--- src/rtl/sr_latch_pkg.sv ---
// Shared types and constants for the NOR set/reset latch driver.
// Bit positions map the S/R/Q/QN pins onto the latch cell's io_in/io_out buses.
package sr_latch_pkg;

    typedef enum logic [2:0] {
        StIdle,
        StDrive,
        StSettle,
        StCheck,
        StResp
    } state_e;

    localparam int unsigned TriesWidth = 3;
    localparam int unsigned TimerWidth = 4;

    localparam int unsigned IoS  = 0;
    localparam int unsigned IoR  = 1;
    localparam int unsigned IoQ  = 0;
    localparam int unsigned IoQn = 1;

endpackage

--- src/rtl/sr_phase_timer.sv ---
// Down-counter shared by the DRIVE and SETTLE phases.
// load_val is the phase length minus one; done is high while the count sits at zero.
module sr_phase_timer
    import sr_latch_pkg::*;
(
    input  logic                  clk,
    input  logic                  rst,
    input  logic                  load,
    input  logic [TimerWidth-1:0] load_val,
    output logic                  done
);

    logic [TimerWidth-1:0] cnt_q, cnt_d;

    always_comb begin
        cnt_d = cnt_q;
        if (load) begin
            cnt_d = load_val;
        end else if (cnt_q != '0) begin
            cnt_d = cnt_q - TimerWidth'(1);
        end
    end

    always_ff @(posedge clk) begin
        if (rst) begin
            cnt_q <= '0;
        end else begin
            cnt_q <= cnt_d;
        end
    end

    assign done = (cnt_q == '0);

endmodule

--- src/rtl/sr_latch_driver.sv ---
// Clocked front end for the NOR S/R latch: issues one set or reset pulse per request,
// waits for the latch to settle, checks the synchronised Q/QN readback and retries on mismatch.
module sr_latch_driver
    import sr_latch_pkg::*;
#(
    parameter int unsigned PULSE_CYCLES  = 2,
    parameter int unsigned SETTLE_CYCLES = 2,
    parameter int unsigned MAX_RETRY     = 2
) (
    input  logic                  clk,
    input  logic                  rst,
    input  logic                  req_valid,
    output logic                  req_ready,
    input  logic                  req_data,
    output logic                  latch_s,
    output logic                  latch_r,
    input  logic                  latch_q,
    input  logic                  latch_qn,
    output logic                  rsp_valid,
    input  logic                  rsp_ready,
    output logic                  rsp_ok,
    output logic                  rsp_q,
    output logic [TriesWidth-1:0] rsp_tries
);

    localparam logic [TimerWidth-1:0] PulseLoad  = TimerWidth'(PULSE_CYCLES - 1);
    localparam logic [TimerWidth-1:0] SettleLoad = TimerWidth'(SETTLE_CYCLES - 1);
    localparam logic [TriesWidth:0]   MaxRetry   = (TriesWidth + 1)'(MAX_RETRY);

    state_e                state_q, state_d;
    logic                  data_q, data_d;
    logic [TriesWidth-1:0] tries_q, tries_d;
    logic [1:0]            drv_q, drv_d;
    logic                  rsp_valid_q, rsp_valid_d;
    logic                  rsp_ok_q, rsp_ok_d;
    logic                  rsp_q_q, rsp_q_d;
    logic [TriesWidth-1:0] rsp_tries_q, rsp_tries_d;

    logic [1:0]            io_out;
    logic [1:0]            sync_meta_q, sync_q;
    logic                  accept;
    logic                  pass;
    logic                  tmr_load;
    logic [TimerWidth-1:0] tmr_val;
    logic                  tmr_done;

    assign io_out[IoQ]  = latch_q;
    assign io_out[IoQn] = latch_qn;

    // Latch outputs are asynchronous to clk; two flops before they reach the compare.
    always_ff @(posedge clk) begin
        if (rst) begin
            sync_meta_q <= '0;
            sync_q      <= '0;
        end else begin
            sync_meta_q <= io_out;
            sync_q      <= sync_meta_q;
        end
    end

    // Q==QN (including the both-low forbidden output) never matches a complementary pair.
    assign pass = (sync_q[IoQ] == data_q) && (sync_q[IoQn] == ~data_q);

    assign req_ready = (state_q == StIdle) && !rst;
    assign accept    = req_valid && req_ready;

    sr_phase_timer u_phase_timer (
        .clk      (clk),
        .rst      (rst),
        .load     (tmr_load),
        .load_val (tmr_val),
        .done     (tmr_done)
    );

    always_comb begin
        state_d     = state_q;
        data_d      = data_q;
        tries_d     = tries_q;
        rsp_ok_d    = rsp_ok_q;
        rsp_q_d     = rsp_q_q;
        rsp_tries_d = rsp_tries_q;
        tmr_load    = 1'b0;
        tmr_val     = PulseLoad;

        unique case (state_q)
            StIdle: begin
                if (accept) begin
                    data_d   = req_data;
                    tries_d  = TriesWidth'(1);
                    state_d  = StDrive;
                    tmr_load = 1'b1;
                    tmr_val  = PulseLoad;
                end
            end
            StDrive: begin
                if (tmr_done) begin
                    state_d  = StSettle;
                    tmr_load = 1'b1;
                    tmr_val  = SettleLoad;
                end
            end
            StSettle: begin
                if (tmr_done) begin
                    state_d = StCheck;
                end
            end
            StCheck: begin
                if (pass) begin
                    state_d     = StResp;
                    rsp_ok_d    = 1'b1;
                    rsp_q_d     = sync_q[IoQ];
                    rsp_tries_d = tries_q;
                end else if ({1'b0, tries_q} <= MaxRetry) begin
                    tries_d  = tries_q + TriesWidth'(1);
                    state_d  = StDrive;
                    tmr_load = 1'b1;
                    tmr_val  = PulseLoad;
                end else begin
                    state_d     = StResp;
                    rsp_ok_d    = 1'b0;
                    rsp_q_d     = sync_q[IoQ];
                    rsp_tries_d = tries_q;
                end
            end
            StResp: begin
                if (rsp_valid_q && rsp_ready) begin
                    state_d = StIdle;
                end
            end
            default: begin
                state_d = StIdle;
            end
        endcase
    end

    // Drive pins follow the registered state one edge later, so S and R can never overlap.
    always_comb begin
        drv_d = '0;
        if (state_q == StDrive) begin
            drv_d[IoS] = data_q;
            drv_d[IoR] = ~data_q;
        end
        rsp_valid_d = (state_q == StResp) && !(rsp_valid_q && rsp_ready);
    end

    always_ff @(posedge clk) begin
        if (rst) begin
            state_q     <= StIdle;
            data_q      <= 1'b0;
            tries_q     <= '0;
            drv_q       <= '0;
            rsp_valid_q <= 1'b0;
            rsp_ok_q    <= 1'b0;
            rsp_q_q     <= 1'b0;
            rsp_tries_q <= '0;
        end else begin
            state_q     <= state_d;
            data_q      <= data_d;
            tries_q     <= tries_d;
            drv_q       <= drv_d;
            rsp_valid_q <= rsp_valid_d;
            rsp_ok_q    <= rsp_ok_d;
            rsp_q_q     <= rsp_q_d;
            rsp_tries_q <= rsp_tries_d;
        end
    end

    assign latch_s   = drv_q[IoS];
    assign latch_r   = drv_q[IoR];
    assign rsp_valid = rsp_valid_q;
    assign rsp_ok    = rsp_ok_q;
    assign rsp_q     = rsp_q_q;
    assign rsp_tries = rsp_tries_q;

endmodule

--- config.mk ---
export PLATFORM = sky130hd
export DESIGN_NAME = sr_latch_driver
export DESIGN_NICKNAME = d
export VERILOG_FILES = /design/src/rtl/sr_latch_pkg.sv /design/src/rtl/sr_phase_timer.sv /design/src/rtl/sr_latch_driver.sv
export SDC_FILE = /design/constraint.sdc
export NUM_CORES = 1
export LEC_CHECK = 0
export BUFFER_PORTS_ARGS = -buffer_cell sky130_fd_sc_hd__buf_2
export CELL_PAD_IN_SITES_DETAIL_PLACEMENT = 1
export CELL_PAD_IN_SITES_GLOBAL_PLACEMENT = 1
export CORE_MARGIN = 2
export CORE_UTILIZATION = 45
export DETAILED_ROUTE_END_ITERATION = 12
export GPL_TIMING_DRIVEN = 0
export PLACE_DENSITY = 0.87
export SYNTH_ARGS = -nofsm -noshare
export SYNTH_HDL_FRONTEND = slang
export SYNTH_SLANG_ARGS = --single-unit
--- constraint.sdc ---
create_clock -name clk -period 4.15 [get_ports clk]
set_input_delay 0.6225 -clock clk [delete_from_list [all_inputs] [get_ports clk]]
set_output_delay 0.6225 -clock clk [all_outputs]
set_load 0.05 [all_outputs]
==> results of run 1 <==
## where the power goes
group          leakage [nW]  switching, mW  internal [mW]
Clock                0.0150         0.0645         0.0375
Combinational         0.321          0.180          0.129
Sequential            0.188         0.0444          0.263
Total                 0.524          0.289          0.429
## cell usage after synthesis
library cell | number | share of area
nor2b_1 | 5 | 0.030
a21oi_1 | 7 | 0.034
buf_4 | 1 | 0.0073
and3_2 | 1 | 0.0073
nor3_1 | 5 | 0.024
buf_2 | 1 | 0.0049
a211o_1 | 1 | 0.0085
nor2b_4 | 1 | 0.013
and3b_1 | 2 | 0.017
o32ai_1 | 1 | 0.0085
inv_1 | 5 | 0.018
or3_1 | 2 | 0.012
a32o_1 | 1 | 0.0098
a211oi_1 | 2 | 0.015
mux2_2 | 1 | 0.011
nand2_2 | 1 | 0.0061
nand2_1 | 3 | 0.011
mux2_1 | 1 | 0.011
nand3_1 | 1 | 0.0049
a21o_1 | 1 | 0.0073
nor3b_1 | 2 | 0.015
o22ai_1 | 1 | 0.0061
o21ai_1 | 1 | 0.0049
o311ai_0 | 1 | 0.0085
nor4_2 | 1 | 0.012
dfxtp_1 | 23 | 0.45
o21ai_0 | 1 | 0.0049
ha_1 | 4 | 0.049
or3b_1 | 1 | 0.0085
mux2i_1 | 4 | 0.039
a22oi_1 | 1 | 0.0073
xnor2_1 | 1 | 0.0085
nor4b_4 | 1 | 0.023
o41ai_4 | 1 | 0.027
nor3b_2 | 2 | 0.024
clkbuf_1 | 2 | 0.0073
nor2_1 | 12 | 0.044
## cell families (layout without fill, tap and decap cells)
logic type / Yosys count / after routing / synth area share
AO/OA/AOI/OAI: 19 / 19 / 0.1415
adder cells (fa/ha/maj): 4 / 4 / 0.04878
XOR/XNOR: 1 / 1 / 0.008538
flip-flops: 23 / 23 / 0.4488
buffers and inverters: 9 / 28 / 0.03781
multiplexers: 6 / 6 / 0.06098
AND/OR/NAND/NOR: 40 / 40 / 0.2536
## layout by cell type (no fill, tap or decap), types with 2 or more instances in the layout
master    count
dfxtp_1      23
buf_2        16
nor2_1       12
a21oi_1       7
inv_1         5
nor3_1        5
nor2b_1       5
mux2i_1       4
ha_1          4
clkbuf_1      3
nand2_1       3
clkbuf_4      3
or3_1         2
nor3b_2       2
and3b_1       2
nor3b_1       2
a211oi_1      2
## area by class of cell
type | count | area [um^2] | share of cell area
Buffer | 4 | 20.02 | 0.01722
Tap cell | 28 | 35.03 | 0.03014
Multi-Input combinational cell | 70 | 526.8 | 0.4532
Inverter | 5 | 18.77 | 0.01615
Clock buffer | 4 | 26.28 | 0.02261
Sequential cell | 23 | 460.4 | 0.3961
Timing Repair Buffer | 15 | 75.07 | 0.06459
## per-layer routing
| layer | vias up | track usage |
|---|---|---|
| met4 | 0 | 0.07895 |
| met2 | 10 | 0.3440 |
| met3 | 4 | 0.03448 |
| li1 | 398 | - |
| met1 | 392 | 0.2206 |
| met5 | - | 0 |
## flip-flops by register name (all words and copies together) (netlist names)
signal               count
data_q                   1
drv_q                    2
rsp_ok                   1
rsp_q                    1
rsp_tries                3
rsp_valid                1
state_q                  3
sync_meta_q              2
sync_q                   2
tries_q                  3
u_phase_timer.cnt_q      4
## metrics by stage
stage | worst slack, ns | utilization | power, mW | area [um^2] | instances
2_1_floorplan | 1.838 | - | 0.5474 | 1026 | 102
3_3_place_gp | 1.667 | 0.5186 | 0.6006 | 1136 | 145
3_5_place_dp | 1.608 | 0.5186 | 0.6195 | 1136 | 145
4_1_cts | 1.595 | 0.5306 | 0.7290 | 1162 | 149
5_1_grt | 1.533 | 0.5306 | 0.7767 | 1162 | 149
6_report | 1.629 | 0.5306 | 0.7180 | 1162 | 149
## worst reg2reg max path: cells and delay by family (launching register included)
| kind | cells | cell delay [ns] |
|---|---|---|
| and+or+nand+nor | 2 | 0.13 |
| AOI/OAI and AO/OA | 1 | 0.55 |
| muxes | 1 | 0.25 |
| DFF | 1 | 0.43 |
| adders and majority gates | 1 | 0.23 |
## path summary, 6_finish.rpt
check | endpoint | slack, ns
worst max-delay path | req_ready | 1.63
worst min-delay path | rsp_ok | 0.46
worst max register to register | rsp_tries[0] | 2.44
worst min register to register | rsp_ok | 0.46
==> results.toml, run 1 <==
[outcome]
outcome = "completed"

[drt]
wl_um = 2202
vias = 804
drtIter0Drc = 4
met2_length_um = 1162
drt-met1-wl_um = 960
via_per_inst = 5.396
wl_met3_um = 48
ant_nets = 0
drcViolationCount = 0
wire_per_inst_um = 14.78
top_layer_used = "met4"
drt_pass1_iterations = 4

[sta]
rsz0062_at_grt = "false"
post-route-period-util = 0.6074
hold_viol_final = 0
final.setup_skew_ns = 0.008904
setup-tns-final_ns = 0
worstMarginPinSlew_ns = 0.5296
slew_violations = 0
holdWs_ns = 0.4580
period_needed_ns = 2.521
fmax_mhz = 396.7
setup_viol = 0
slew-limit-headroom = 0.6457

[clocking]
cts_root_buf = "clkbuf_4"
htree_levels = 1
cts_resized = 0
cts_setup_buffers = 0
cts_buffer_depth = 2
numCtsBuffers = 3
clk_latency_ns = 0.31
clock_sinks = 23
cts_tree = "built"
cts.reportedPaths.clkPinSlew_ns = 0.11
hold_buffers = 0

[critical_path]
path_buf_inv = 4
end_kind = "primary output"
startpoint = "rst"
ff2ff_path_depth = 5
path_cells = "buf_2 -> clkbuf_1 -> clkbuf_1 -> nor2_1 -> buf_2"
path_delay_family = "buffers and inverters"
timing.rr.start = "tries_q[1]"
critPathLaunchType = "primary input"
cpPeakStageDelay_ns = 0.42
cpMaxStageDelayCell = "clkbuf_1"
critPathArrivalTime_ns = 1.90
crit_path_max_fanout = 10
cp.required_ns = 3.53
crit_type = "primary input to primary output"
cp_num_cells = 5

[die]
ioPinCount = 16
core_area_um2 = 2191
fp.dieW_um = 51.75
rows = 17
die_h_um = 51.75
dieArea_um2 = 2678
initial_utilization = 0.4683

[synthesis]
yosysSeqAreaShare = 0.4488
ys_warn_count = 0
netlist_area_um2 = 1026
synthesis.nets = 113
ys_types = 37
syn_area_per_cell_um2 = 10.06
ys_ff_latch = 23
syn_inst = 102

[flow_run]
cap_violations = 0

[grt]
antenna_found_initial = 0
grt_max_degree = 13
grt_overflow_total = 0
grt_pass1_vias = 824
grt_pass1_wl_um = 3705
grt_usage = 0.1910

[pwr]
p_leak_nw = 0.5241
ir_drop_mv = 0.4617
power.density_nw_per_um2 = 617.7

[min_path]
hold_depth = 2
hold_start = "rsp_ok"
hold_class = "flop to flop"

[cells_and_area]
synthToLayoutAreaGrowth_pct = 13.29
nNetsFinal = 133
antennaDiodeCount = 0
drive_gt1_frac = 0.2397
fill_cells = 254

[place]
port_buffers = 15
hpwl_um = 1645
gp_congestion = 0.7678
Note: power is estimated with default switching activity, not from simulation.
==> run 2: changes to the inputs <==
--- a/config.mk
+++ b/config.mk
@@ -5,14 +5,15 @@
 export SDC_FILE = /design/constraint.sdc
 export NUM_CORES = 1
 export LEC_CHECK = 0
+export ABC_AREA = 1
 export BUFFER_PORTS_ARGS = -buffer_cell sky130_fd_sc_hd__buf_2
 export CELL_PAD_IN_SITES_DETAIL_PLACEMENT = 1
 export CELL_PAD_IN_SITES_GLOBAL_PLACEMENT = 1
 export CORE_MARGIN = 2
-export CORE_UTILIZATION = 45
+export CORE_UTILIZATION = 40
 export DETAILED_ROUTE_END_ITERATION = 12
 export GPL_TIMING_DRIVEN = 0
-export PLACE_DENSITY = 0.87
+export PLACE_DENSITY = 0.83
 export SYNTH_ARGS = -nofsm -noshare
 export SYNTH_HDL_FRONTEND = slang
 export SYNTH_SLANG_ARGS = --single-unit
==> constraint.sdc (replaced) <==
create_clock -name clk -period 2.4 [get_ports clk]
set_input_delay 0.36 -clock clk [delete_from_list [all_inputs] [get_ports clk]]
set_output_delay 0.36 -clock clk [all_outputs]
set_load 0.05 [all_outputs]
==> run 2 against run 1 <==
  * Clock skew down 0.0026 ns
  * Clock power increased by 78%
  * Largest power group unchanged
  * Global-route usage is 1.3 points lower
  * Via count increased by 18%
  * Register-to-register slack got worse by 1.5 ns
  * Critical path type is now flop to primary output
  * Critical endpoint unchanged
==> results.toml, run 2 <==
[outcome]
outcome = "completed"

[sta]
fmax_mhz = 565.9
worst_slack_ns = 0.6329
post-route-period-util = 0.7363
final.setup_skew_ns = 0.006324
setup_viol = 0
worstMarginPinSlew_ns = 0.4855
rsz0062_at_grt = "false"
slew-limit-headroom = 0.6764
hold_viol_final = 0
setup-tns-final_ns = 0
slew_violations = 0
period_needed_ns = 1.767

[drt]
vias = 947
drtIter0Drc = 11
via_per_inst = 4.932
wire_per_inst_um = 12.49
wl_um = 2398
drt_pass1_iterations = 4
ant_nets = 0
drcViolationCount = 0

[clocking]
hold_buffers = 0
cts_resized = 0
cts_buffer_depth = 2
cts_tree = "built"
cts_root_buf = "clkbuf_4"
cts_setup_buffers = 0
htree_levels = 1
cts.reportedPaths.clkPinSlew_ns = 0.13
numCtsBuffers = 3
clock_sinks = 23
clk_latency_ns = 0.31

[cells_and_area]
antennaDiodeCount = 0
post-route-util = 0.4846
largest_reg_flops = 4
most-common-layout-cells = "34 x nand2_1, 23 x dfxtp_1, 18 x inv_1, 15 x buf_2, 13 x nor2_1"
nNetsFinal = 174
final_common_cell = "nand2_1"
fill_cells = 329
synthToLayoutAreaGrowth_pct = 12.43
largest_register = "u_phase_timer.cnt_q"
drive_gt1_frac = 0.2469

[pwr]
ir_drop_mv = 0.4360
power.density_nw_per_um2 = 1000
p_leak_nw = 0.5840

[grt]
grt_max_degree = 14
grt_pass1_vias = 1027
grt_usage = 0.1777
grt_overflow_total = 0
grt_pass1_wl_um = 4436
antenna_found_initial = 0

[critical_path]
crit_type = "flop to primary output"
critPathLaunchType = "flop"
critPathArrivalTime_ns = 1.41
crit_path_max_fanout = 4
end_kind = "primary output"
cp.required_ns = 2.04

[synthesis]
ys_warn_count = 0
yosysMostFrequentCell = "nand2_1"
syn_inst = 144
netlist_area_um2 = 1087
synth_flop_cell = "dfxtp_1"
syn_area_per_cell_um2 = 7.551
synthTopCellsByArea = "dfxtp_1 42%, nand2_1 12%, inv_1 6.2%"
synth_top_area_frac = 0.4235
ys_top_cells_by_count = "34 x nand2_1, 23 x dfxtp_1, 18 x inv_1"
ys_ff_latch = 23
synthesis.nets = 155
synth_enable_flop_cells = 0
async_flop_share = 0
yosysTopAreaCell = "dfxtp_1"
ys_types = 23
yosysSeqAreaShare = 0.4235

[flow_run]
cap_violations = 0

[die]
rows = 18
core_area_um2 = 2522
initial_utilization = 0.4311
dieArea_um2 = 3151
fp.dieW_um = 56.14
die_h_um = 56.14
ioPinCount = 16

[place]
port_buffers = 14
hpwl_um = 1976
gp_congestion = 0.7276
pre_cts_ws_ns = 0.9807

[min_path]
hold_class = "primary input to flop"
[run 2: cell count changes after synthesis, sizes merged, moves of 3 or more]
| cell | before | now |
|---|---|---|
| mux2i | 4 | 0 |
| nor3b | 4 | 0 |
| nand3 | 1 | 7 |
| nand2 | 4 | 39 |
| nand4 | 0 | 6 |
| a21oi | 7 | 10 |
| nor2b | 6 | 0 |
| inv | 5 | 23 |
| nor2 | 12 | 17 |
[run 2: critical path: stages, from the launching register on]
cell and delay [ns]:
dfxtp_1 0.39, nor2_2 0.21, nand2_2 0.10, nor2_2 0.12, buf_2 0.28
[run 2: path summary, 6_finish.rpt]
| path | slack [ns] | depth (start not counted) | endpoint | from |
|---|---|---|---|---|
| hold reg to reg | 0.42 | 2 | sync_q[1] | sync_meta_q[1] |
| setup / recovery | 0.63 | 4 | req_ready | state_q[2] |
| hold / removal | 0.23 | 3 | sync_meta_q[0] | latch_q |
| setup reg to reg | 0.96 | 11 | tries_q[0] | tries_q[0] |
[run 2: cells by family after synthesis]
kind of cell | share of synthesized area
adder cells (fa/ha/maj) | 0.04603
AO/OA/AOI/OAI | 0.08631
XOR/XNOR | 0.01611
flip-flops | 0.4235
buffers and inverters | 0.08745
AND/OR/NAND/NOR | 0.3406
[run 2: area by class of cell]
type	count	area, um^2	share of cell area
flip-flops and latches	23	460.4	0.3767
repair buffers	14	70.07	0.05732
multi-input cells	96	531.8	0.4350
inverters	23	86.33	0.07062
well taps	30	37.54	0.03071
clock inverters	1	5.005	0.004094
clock buffers	3	22.52	0.01842
plain buffers	2	8.758	0.007165
[run 2: layer usage]
metal	vias to the layer above	share of wire	track usage	wire, um
met5	-	0	0	0
met4	0	0.015	0.06122	35
met3	5	0.021	0.03488	51
met2	8	0.54	0.3345	1287
met1	448	0.43	0.1954	1023
li1	486	-	-	-
[run 2: stage by stage]
step,cells,power [mW],cell area (um^2),hold WS (ns)
3_3_place_gp,188,1.006,1195,0.3891
4_1_cts,192,1.240,1222,0.2275
3_5_place_dp,188,1.059,1195,0.4066
2_1_floorplan,144,0.9248,1087,0.3883
5_1_grt,192,1.344,1222,0.2458
6_report,192,1.223,1222,0.2328
[run 2: power breakdown]
part / leakage (nW) / total (mW) / internal, mW / switching [mW]
logic: 0.378 / 0.536 / 0.177 / 0.359
clock network: 0.0177 / 0.182 / 0.0624 / 0.119
registers: 0.188 / 0.505 / 0.447 / 0.0580
